File: config.mk
export PLATFORM = sky130hd
export DESIGN_NAME = font_rom_arbiter
export DESIGN_NICKNAME = d
export VERILOG_FILES = /design/src/rtl/font_rom_arbiter_pkg.sv /design/src/rtl/font_rom_arbiter_rr_pick.sv /design/src/rtl/font_rom_arbiter.sv
export SDC_FILE = /design/constraint.sdc
export NUM_CORES = 1
export LEC_CHECK = 0
export ABC_CLOCK_PERIOD_IN_PS = 4710
export CAP_MARGIN = 20
export CORE_MARGIN = 2
export CORE_UTILIZATION = 39
export CTS_BUF_LIST = sky130_fd_sc_hd__clkbuf_8
export DETAILED_ROUTE_END_ITERATION = 6
export PLACE_DENSITY = 0.79
export REMOVE_ABC_BUFFERS = 1
export SYNTH_ARGS = -nofsm -noshare
export SYNTH_HDL_FRONTEND = slang
export SYNTH_HIERARCHICAL = 1
export SYNTH_SLANG_ARGS = --single-unit
File: constraint.sdc
create_clock -name clk -period 4.71 [get_ports clk]
set_input_delay 0.471 -clock clk [delete_from_list [all_inputs] [get_ports clk]]
set_output_delay 0.471 -clock clk [all_outputs]
set_load 0.05 [all_outputs]
File: src/rtl/font_rom_arbiter_pkg.sv
// font_rom_arbiter_pkg: shared font ROM geometry and index-width helper
package font_rom_arbiter_pkg;
  localparam int FONT_AW = 10;
  localparam int FONT_DW = 32;
  localparam int FONT_ROM_LAT = 1;
  localparam int FONT_N_REQ = 16;
  function automatic int idx_w(input int n);
    return (n > 1) ? $clog2(n) : 1;
  endfunction
endpackage

File: src/rtl/font_rom_arbiter_rr_pick.sv
// rr_pick: combinational round-robin picker, first eligible index at or after ptr
module rr_pick
  import font_rom_arbiter_pkg::*;
#(
  parameter int N = FONT_N_REQ,
  localparam int IW = idx_w(N)
) (
  input  logic [N-1:0]  i_elig,
  input  logic [IW-1:0] i_ptr,
  output logic          o_found,
  output logic [IW-1:0] o_idx
);
  logic [N-1:0] w_rot;
  logic [IW:0]  w_off, w_sum;
  // rotate so bit 0 is the requester at ptr; ptr < N keeps the doubled vector sufficient
  assign w_rot = N'({i_elig, i_elig} >> i_ptr);
  always_comb begin
    o_found = 1'b0;
    w_off = '0;
    for (int i = N - 1; i >= 0; i--)
      if (w_rot[i]) begin
        o_found = 1'b1;
        w_off = (IW + 1)'(i);
      end
  end
  assign w_sum = {1'b0, i_ptr} + w_off;
  assign o_idx = (w_sum >= (IW + 1)'(N)) ? IW'(w_sum - (IW + 1)'(N)) : IW'(w_sum);
endmodule

File: src/rtl/font_rom_arbiter.sv
// font_rom_arbiter: round-robin time-sharing of one synchronous font ROM among N_REQ readers
module font_rom_arbiter
  import font_rom_arbiter_pkg::*;
#(
  parameter int N_REQ = FONT_N_REQ,
  parameter int AW = FONT_AW,
  parameter int DW = FONT_DW,
  parameter int ROM_LAT = FONT_ROM_LAT
) (
  input  logic                clk,
  input  logic                rst,
  input  logic [N_REQ-1:0]    req,
  input  logic [N_REQ*AW-1:0] req_addr,
  output logic [N_REQ-1:0]    gnt,
  output logic [AW-1:0]       rom_address,
  input  logic [DW-1:0]       rom_data,
  output logic [N_REQ-1:0]    rsp_valid,
  output logic [DW-1:0]       rsp_data
);
  localparam int IW = idx_w(N_REQ);
  logic [N_REQ-1:0]   r_pending, r_gnt, r_rsp_valid;
  logic [IW-1:0]      r_ptr, r_gnt_id;
  logic [AW-1:0]      r_rom_address;
  logic [DW-1:0]      r_rsp_data;
  logic [ROM_LAT-1:0] r_pipe_v;
  logic [IW-1:0]      r_pipe_id [ROM_LAT];
  logic               w_found, w_head_v;
  logic [IW-1:0]      w_idx, w_head_id, w_ptr_nxt;
  logic [N_REQ-1:0]   w_elig, w_gnt_oh, w_rsp_oh;
  logic [AW-1:0]      w_addr [N_REQ];
  for (genvar g = 0; g < N_REQ; g++) begin : g_addr
    assign w_addr[g] = req_addr[g*AW +: AW];
  end
  assign w_elig = req & ~r_pending;
  rr_pick #(.N(N_REQ)) u_pick (
    .i_elig (w_elig),
    .i_ptr  (r_ptr),
    .o_found(w_found),
    .o_idx  (w_idx)
  );
  assign w_gnt_oh  = w_found ? N_REQ'(1) << w_idx : '0;
  assign w_ptr_nxt = (w_idx == IW'(N_REQ - 1)) ? '0 : w_idx + 1'b1;
  // the registered grant is stage zero; the head lines up with rom_data
  assign w_head_v  = r_pipe_v[ROM_LAT-1];
  assign w_head_id = r_pipe_id[ROM_LAT-1];
  assign w_rsp_oh  = w_head_v ? N_REQ'(1) << w_head_id : '0;
  always_ff @(posedge clk) begin
    if (rst) begin
      r_pending     <= '0;
      r_ptr         <= '0;
      r_gnt         <= '0;
      r_gnt_id      <= '0;
      r_rom_address <= '0;
      r_pipe_v      <= '0;
      r_rsp_valid   <= '0;
      r_rsp_data    <= '0;
    end else begin
      r_gnt       <= w_gnt_oh;
      r_gnt_id    <= w_idx;
      r_pending   <= (r_pending & ~w_rsp_oh) | w_gnt_oh;
      r_pipe_v    <= ROM_LAT'({r_pipe_v, |r_gnt});
      r_rsp_valid <= w_rsp_oh;
      if (w_head_v) r_rsp_data <= rom_data;
      if (w_found) begin
        r_ptr         <= w_ptr_nxt;
        r_rom_address <= w_addr[w_idx];
      end
    end
  end
  always_ff @(posedge clk) begin
    r_pipe_id[0] <= r_gnt_id;
    for (int i = 1; i < ROM_LAT; i++) r_pipe_id[i] <= r_pipe_id[i-1];
  end
  assign gnt         = r_gnt;
  assign rom_address = r_rom_address;
  assign rsp_valid   = r_rsp_valid;
  assign rsp_data    = r_rsp_data;
endmodule

== After elaboration in Yosys (flattened, before gate mapping) ==
Memories as Yosys holds them, arrays and structs flattened.
Cells that the tools add are included.

* Memories: 1
* Word-level logic and storage cells: 64
* Input bits: 210
* Bits in writable memories: 4
* Bits in registers: 99

{| class="wikitable"
|+ Memories
! memory !! words !! bits a word !! rd ports !! clocked after Yosys merged registers in !! wr ports !! line !! source
|-
| r_pipe_id || 1 || 4 || 1 || 0 || 1 || font_rom_arbiter.sv:26 || <nowiki>logic [IW-1:0] r_pipe_id [ROM_LAT];</nowiki>
|}

* $lt $le $gt $ge: 2
* Bitwise logic cells: 6
* Shift operators: 3
* Equality and inequality tests: 1
* Add/sub/neg operators: 3
* Muxes and demuxes: 39
* Reductions and logical operators: 1

{| class="wikitable"
|+ Operator list
! operator !! number
|-
| two-way mux 4 bit || 18
|-
| binary-select mux 10 bit (select 4 bit) || 1
|-
| AND 16 bit || 2
|-
| two-way mux 16 bit || 2
|-
| NOT 16 bit || 2
|-
| left shift 1 x 4 -> 16 bit (first input constant) || 2
|-
| right shift 32 x 4 -> 16 bit || 1
|-
| two-way mux 10 bit || 2
|-
| two-way mux 1 bit || 16
|-
| OR 16 bit || 1
|-
| OR reduction 16 bit || 1
|-
| >= comparator 5 bit (second input constant) || 2
|-
| adder 4 x 4 -> 5 bit || 1
|-
| NOT 4 -> 5 bit || 1
|-
| adder 4 x 1 -> 4 bit (second input constant) || 1
|-
| equality test 4 bit (second input constant) || 1
|-
| subtractor 4 x 1 -> 4 bit (second input constant) || 1
|}

== Depth between registers and ports, before layout ==
* Depth in word-level cells: 26
* Gate-level depth with buffers: 18
* Depth with buffers taken out: 16

== Modules after synthesis ==
The synthesis kept the hierarchy.

{| class="wikitable"
|+ By module, submodules not included
! module !! cells an instance !! times used !! sequential area each (um^2) !! area an instance (um^2)
|-
| font_rom_arbiter || 477 || 1 || 2062.0 || 4817.1
|-
| rr_pick || 129 || 1 || 0.0 || 1320.0
|}

== Least setup slack after synthesis ==
Ideal clock, no wire load.

* Kind: flip-flop to flip-flop
* From: register r_ptr[1]
* To: register r_pending[8]
* Setup time: 0.116 ns
* Period minus slack after synthesis: 4.388 ns
* Slack: 0.322 ns
* Buffers on the path: 5
* Data required time: 4.594 ns
* Cell stages (with the launch flop): 18
* Data arrival time: 4.272 ns
* Path through: dfxtp_1 > buf_6 > buf_12 > mux4_2 > mux2_2 > mux2i_1 > and2_1 > o2111ai_1 > a41o_1 > ha_1 > fa_1 > clkbuf_1 > buf_2 > buf_2 > inv_1 > ha_1 > and3_1 > a31o_2

* Word-level cells in the longest chain between the ends: 23

{| class="wikitable"
|+ RTL lines
! element !! line !! source
|-
| from (decl) || font_rom_arbiter.sv:22 || <nowiki>logic [IW-1:0] r_ptr, r_gnt_id;</nowiki>
|-
| from (signal assigned) || font_rom_arbiter.sv:65 || <nowiki>r_ptr <= w_ptr_nxt;</nowiki>
|-
| right shift 32 x 4 -> 16 bit || font_rom_arbiter_rr_pick.sv:16 || <nowiki>assign w_rot = N'({i_elig, i_elig} >> i_ptr);</nowiki>
|-
| two-way mux 4 bit (16 in a row) || font_rom_arbiter_rr_pick.sv:21 || <nowiki>if (w_rot[i]) begin</nowiki>
|-
| adder 4 x 4 -> 5 bit * || font_rom_arbiter_rr_pick.sv:26 || <nowiki>assign w_sum = {1'b0, i_ptr} + w_off;</nowiki>
|-
| subtractor 4 x 1 -> 4 bit / >= comparator 5 bit (equally long branches) || font_rom_arbiter_rr_pick.sv:27 || <nowiki>assign o_idx = (w_sum >= (IW + 1)'(N)) ? IW'(w_sum - (IW + 1)'(N)) : IW'(w_sum);</nowiki>
|-
| two-way mux 4 bit * || font_rom_arbiter_rr_pick.sv:27 ||
|-
| via w_idx[1] || font_rom_arbiter.sv:28 || <nowiki>logic [IW-1:0] w_idx, w_head_id, w_ptr_nxt;</nowiki>
|-
| left shift 1 x 4 -> 16 bit * || font_rom_arbiter.sv:41 || <nowiki>assign w_gnt_oh = w_found ? N_REQ'(1) << w_idx : '0;</nowiki>
|-
| two-way mux 16 bit * || font_rom_arbiter.sv:41 ||
|-
| OR 16 bit * || font_rom_arbiter.sv:60 || <nowiki>r_pending <= (r_pending & ~w_rsp_oh) | w_gnt_oh;</nowiki>
|-
| to (signal assigned) || font_rom_arbiter.sv:60 ||
|-
| to (decl) || font_rom_arbiter.sv:21 || <nowiki>logic [N_REQ-1:0] r_pending, r_gnt, r_rsp_valid;</nowiki>
|}

Mark *: on every way through the listed nets, which the timed path passes. The rest lies on a longest branch.
A chain may end at the register's enable or synchronous reset.

== Worst setup path in the final report ==
* From: input port req[12]
* To: register r_rom_address[8], in the netlist rom_address[8]

* Word-level cells in the longest chain between the ends: 25

{| class="wikitable"
|+ RTL lines
! element !! line !! source
|-
| from (decl) || font_rom_arbiter.sv:12 || <nowiki>input logic [N_REQ-1:0] req,</nowiki>
|-
| AND 16 bit * || font_rom_arbiter.sv:34 || <nowiki>assign w_elig = req & ~r_pending;</nowiki>
|-
| via w_elig[12] || font_rom_arbiter.sv:29 || <nowiki>logic [N_REQ-1:0] w_elig, w_gnt_oh, w_rsp_oh;</nowiki>
|-
| right shift 32 x 4 -> 16 bit * || font_rom_arbiter_rr_pick.sv:16 ||
|-
| two-way mux 4 bit (15 in a row) || font_rom_arbiter_rr_pick.sv:21 ||
|-
| two-way mux 4 bit * || font_rom_arbiter_rr_pick.sv:21 ||
|-
| adder 4 x 4 -> 5 bit * || font_rom_arbiter_rr_pick.sv:26 ||
|-
| subtractor 4 x 1 -> 4 bit / >= comparator 5 bit (equally long branches) || font_rom_arbiter_rr_pick.sv:27 ||
|-
| two-way mux 4 bit * || font_rom_arbiter_rr_pick.sv:27 ||
|-
| via w_idx[1] || font_rom_arbiter.sv:28 ||
|-
| NOT 4 -> 5 bit (not written as such) * || font_rom_arbiter.sv:66 || <nowiki>r_rom_address <= w_addr[w_idx];</nowiki>
|-
| binary-select mux 10 bit (select 4 bit) * || font_rom_arbiter.sv:66 ||
|-
| two-way mux 10 bit (not written as such) * (2 in a row) || font_rom_arbiter.sv:66 ||
|-
| to (signal assigned) || font_rom_arbiter.sv:66 ||
|-
| to (decl) || font_rom_arbiter.sv:23 || <nowiki>logic [AW-1:0] r_rom_address;</nowiki>
|}

Mark *: on every way through the listed nets, which the timed path passes. The rest lies on a longest branch. The select of a mux whose other input is x is not followed.

==> run metrics <==
Sequential Power Share 16.9%; die width 129.4 um; Routed Antenna Nets 0; hpwl dp 16.41 mm; dpl cell area 9612 um^2; clock sinks 103; final period utilization 94.87%; Vias 5936; WL final 20.17 mm; non-filler cells, final 1143; Slew @ Worst Pin 1.082 ns; hold path depth 0; status finished, final reports clean; total global routing overflow 0; element type at the critical path start input pin; largest net degree at the start of global routing 49; sequential cell area fraction in the yosys report 33.60%; number of diodes 0; drt pass-1 iters 5; DRC 0; Final nets 1147; CTS root buf clkbuf_8; clock transition at the registers of the reported paths 0.10 ns; CP Data Required Time 4.99 ns; hold buffer count at CTS 0; CTS Buffer Depth 2; crit path kind in2reg; H-tree depth 3; Synth Register Bits 103; ys flop type dfxtp_1; relative max-transition margin 27.89%; f_max 0.2238 GHz; Starting DRT DRC Count 361; Synth async-reset ratio 0%; Synth Area per Inst 10.13 um^2; Layout area overhead 60.24%; fin area 9834 um^2; Site Rows 45; max-cap violation count 0; cells after synthesis 606; post-synthesis cell type count 55; vias per cell 5.193; final slew viol count 0; DR WL/cell 17.64 um; Clk pwr share 8.4%; Leak Pwr 3.922 nW; cell total after placement 1127; Tot GR Track Use 23.89%; Place WS -0.1547 ns; clock period minus worst slack 4.468 ns; sum of negative setup slack 0 ns; final worst slack 0.2418 ns; Max VDD drop 0.4273 mV; crit-path max FO 18; unrepaired setup endpoints after global routing false; final-report hold violation count 0; flop-to-flop setup slack 0.30 ns; layout cells sized above 1 15.24%; Synth Cell Area 6137 um^2; core box area 15310 um^2; Combinational Power Share 74.7%; CTS tree yes; final setup violation count 0; clk_skew 0.01181 ns; Hold Path Class reg2reg; worst r2r dst rom_address[8]$_SDFFE_PP0P_; Final Util 64.22%; worst r2r src r_ptr[1]$_SDFFE_PP0P_; IO Count 284; crit path from req[12]; Initial Util 40.07%; hold path startpoint r_gnt_id[1]$_SDFF_PP0_; post-CTS resize count 0; FF-to-FF path depth 12; number of flops mapped to enable cells by yosys 0; die area 16760 um^2; Port Buffers 283; Switching Power 3.153 mW; Tot Pwr 7.294 mW; initial antenna violation count 0; die height 129.4 um; Cell Int Power 4.142 mW; global-route wire length before repair 30.91 mm; setup bufs post-CTS 0; Setup crit end kind flop; Final GP Congestion 0.9259; Net Sw Frac 43.22%; Clock Latency Late Sink 0.39 ns; Hold EP r_pipe_id[0][1]$_DFF_P_; Yosys warning count 6; worst hold-check slack 0.3345 ns; vias in the first global route 5981; Layout fillers 1292; CTS buffer count 9; CP Data Arrival Time 4.75 ns; PwrDens 741.7 nW/um^2
## synthesized netlist by cell type (8+ instances only)
master	n	area, um^2
dfxtp_1	103	2062
mux2i_1	98	980.9
nor2_1	69	259.0
nand2_1	30	112.6
nand3_1	28	140.1
a21oi_1	24	120.1
nor2b_1	24	150.1
mux4_1	23	604.3
a22oi_1	20	150.1
buf_2	18	90.09
clkbuf_1	17	63.81
a31o_2	13	113.9
mux2_2	13	146.4
and3_1	12	75.07
mux4_2	11	247.7
nand2b_1	11	68.82
or2_2	10	62.56
ha_1	9	112.6
and2_1	8	50.05
## cells by family (layout without fill, tap and decap cells)
logic type      count (synthesis)  after routing  synth area share [%]
simple gates                  216            216                 17.80
buf+inv                        47            373                 3.751
fa+ha+maj                      10             10                 2.161
compound gates                 79             79                 9.032
flops                         103            103                 33.60
mux                           148            148                 33.23
xor+xnor                        3              3                0.4282
## cell usage in the layout (no fill, tap or decap), types with 3 or more instances in the layout
cell,instances
a21oi_1,24
a22oi_1,20
a31o_2,13
a32oi_1,3
and2_1,8
and3_1,12
buf_12,6
buf_4,61
clkbuf_8,10
clkdlybuf4s50_1,282
dfxtp_1,102
ha_1,9
inv_1,7
mux2_2,13
mux2i_1,98
mux4_1,23
mux4_2,11
nand2_1,30
nand2b_1,11
nand3_1,28
nor2_1,69
nor2b_1,24
nor3_1,7
nor4_1,5
o211ai_1,3
o21ai_0,4
or2_2,10
## worst max path at each step
stage          slack [ns]                          end  cells after the start
6_report             0.24  rom_address[8]$_SDFFE_PP0P_                     14
5_1_grt              0.01     r_pending[13]$_SDFF_PP0_                     17
3_3_place_gp        -0.13  rom_address[8]$_SDFFE_PP0P_                     14
4_1_cts              0.27  rom_address[8]$_SDFFE_PP0P_                     14
3_5_place_dp        -0.15  rom_address[8]$_SDFFE_PP0P_                     14
2_1_floorplan       -1.58        r_ptr[2]$_SDFFE_PP0P_                     13
## power by group through the flow
stage          logic, mW  registers (mW)  clock network, mW
2_1_floorplan       2.73            1.65                  0
3_3_place_gp        5.41            1.25                  0
3_5_place_dp        5.46            1.25                  0
4_1_cts             5.49            1.23              0.632
5_1_grt             5.87            1.26              0.663
6_report            5.45            1.23              0.612
## final cells by class
cell class	count	area (um^2)	area share, %
tap	211	264.0	2.684
clock inverter	6	85.08	0.8651
multi-input combinational	456	3852	39.17
inverter	7	26.28	0.2672
clock buffer	10	137.6	1.399
sequential	103	2063	20.98
timing repair buffer	350	3406	34.63
## critical path: stages
cell	delay, ns
clkdlybuf4s50_1	0.49
nor2b_1	0.29
mux4_1	0.32
buf_4	0.14
or3b_2	0.44
o311ai_0	0.12
nand4_1	0.14
a41o_1	0.27
ha_1	0.22
fa_4	0.98
mux4_1	0.34
mux2_2	0.28
a22oi_1	0.18
nand2_1	0.06
## flip-flops by register name, indices dropped and copies added, names as in the netlist
register	flops
gnt	16
r_gnt_id	4
r_pending	16
r_pipe_id	4
r_pipe_v	1
r_ptr	4
rom_address	10
rsp_data	32
rsp_valid	16
## metal layers
metal / vias to the layer above / global-route usage, % / part of all wire [%]
met3: 32 / 5.822 / 5.6
met2: 218 / 42.97 / 52
met5: - / 0 / 0
met1: 2786 / 28.51 / 40
li1: 2900 / - / -
met4: 0 / 6.452 / 2.2
Note: power is estimated with default switching activity, not from simulation.
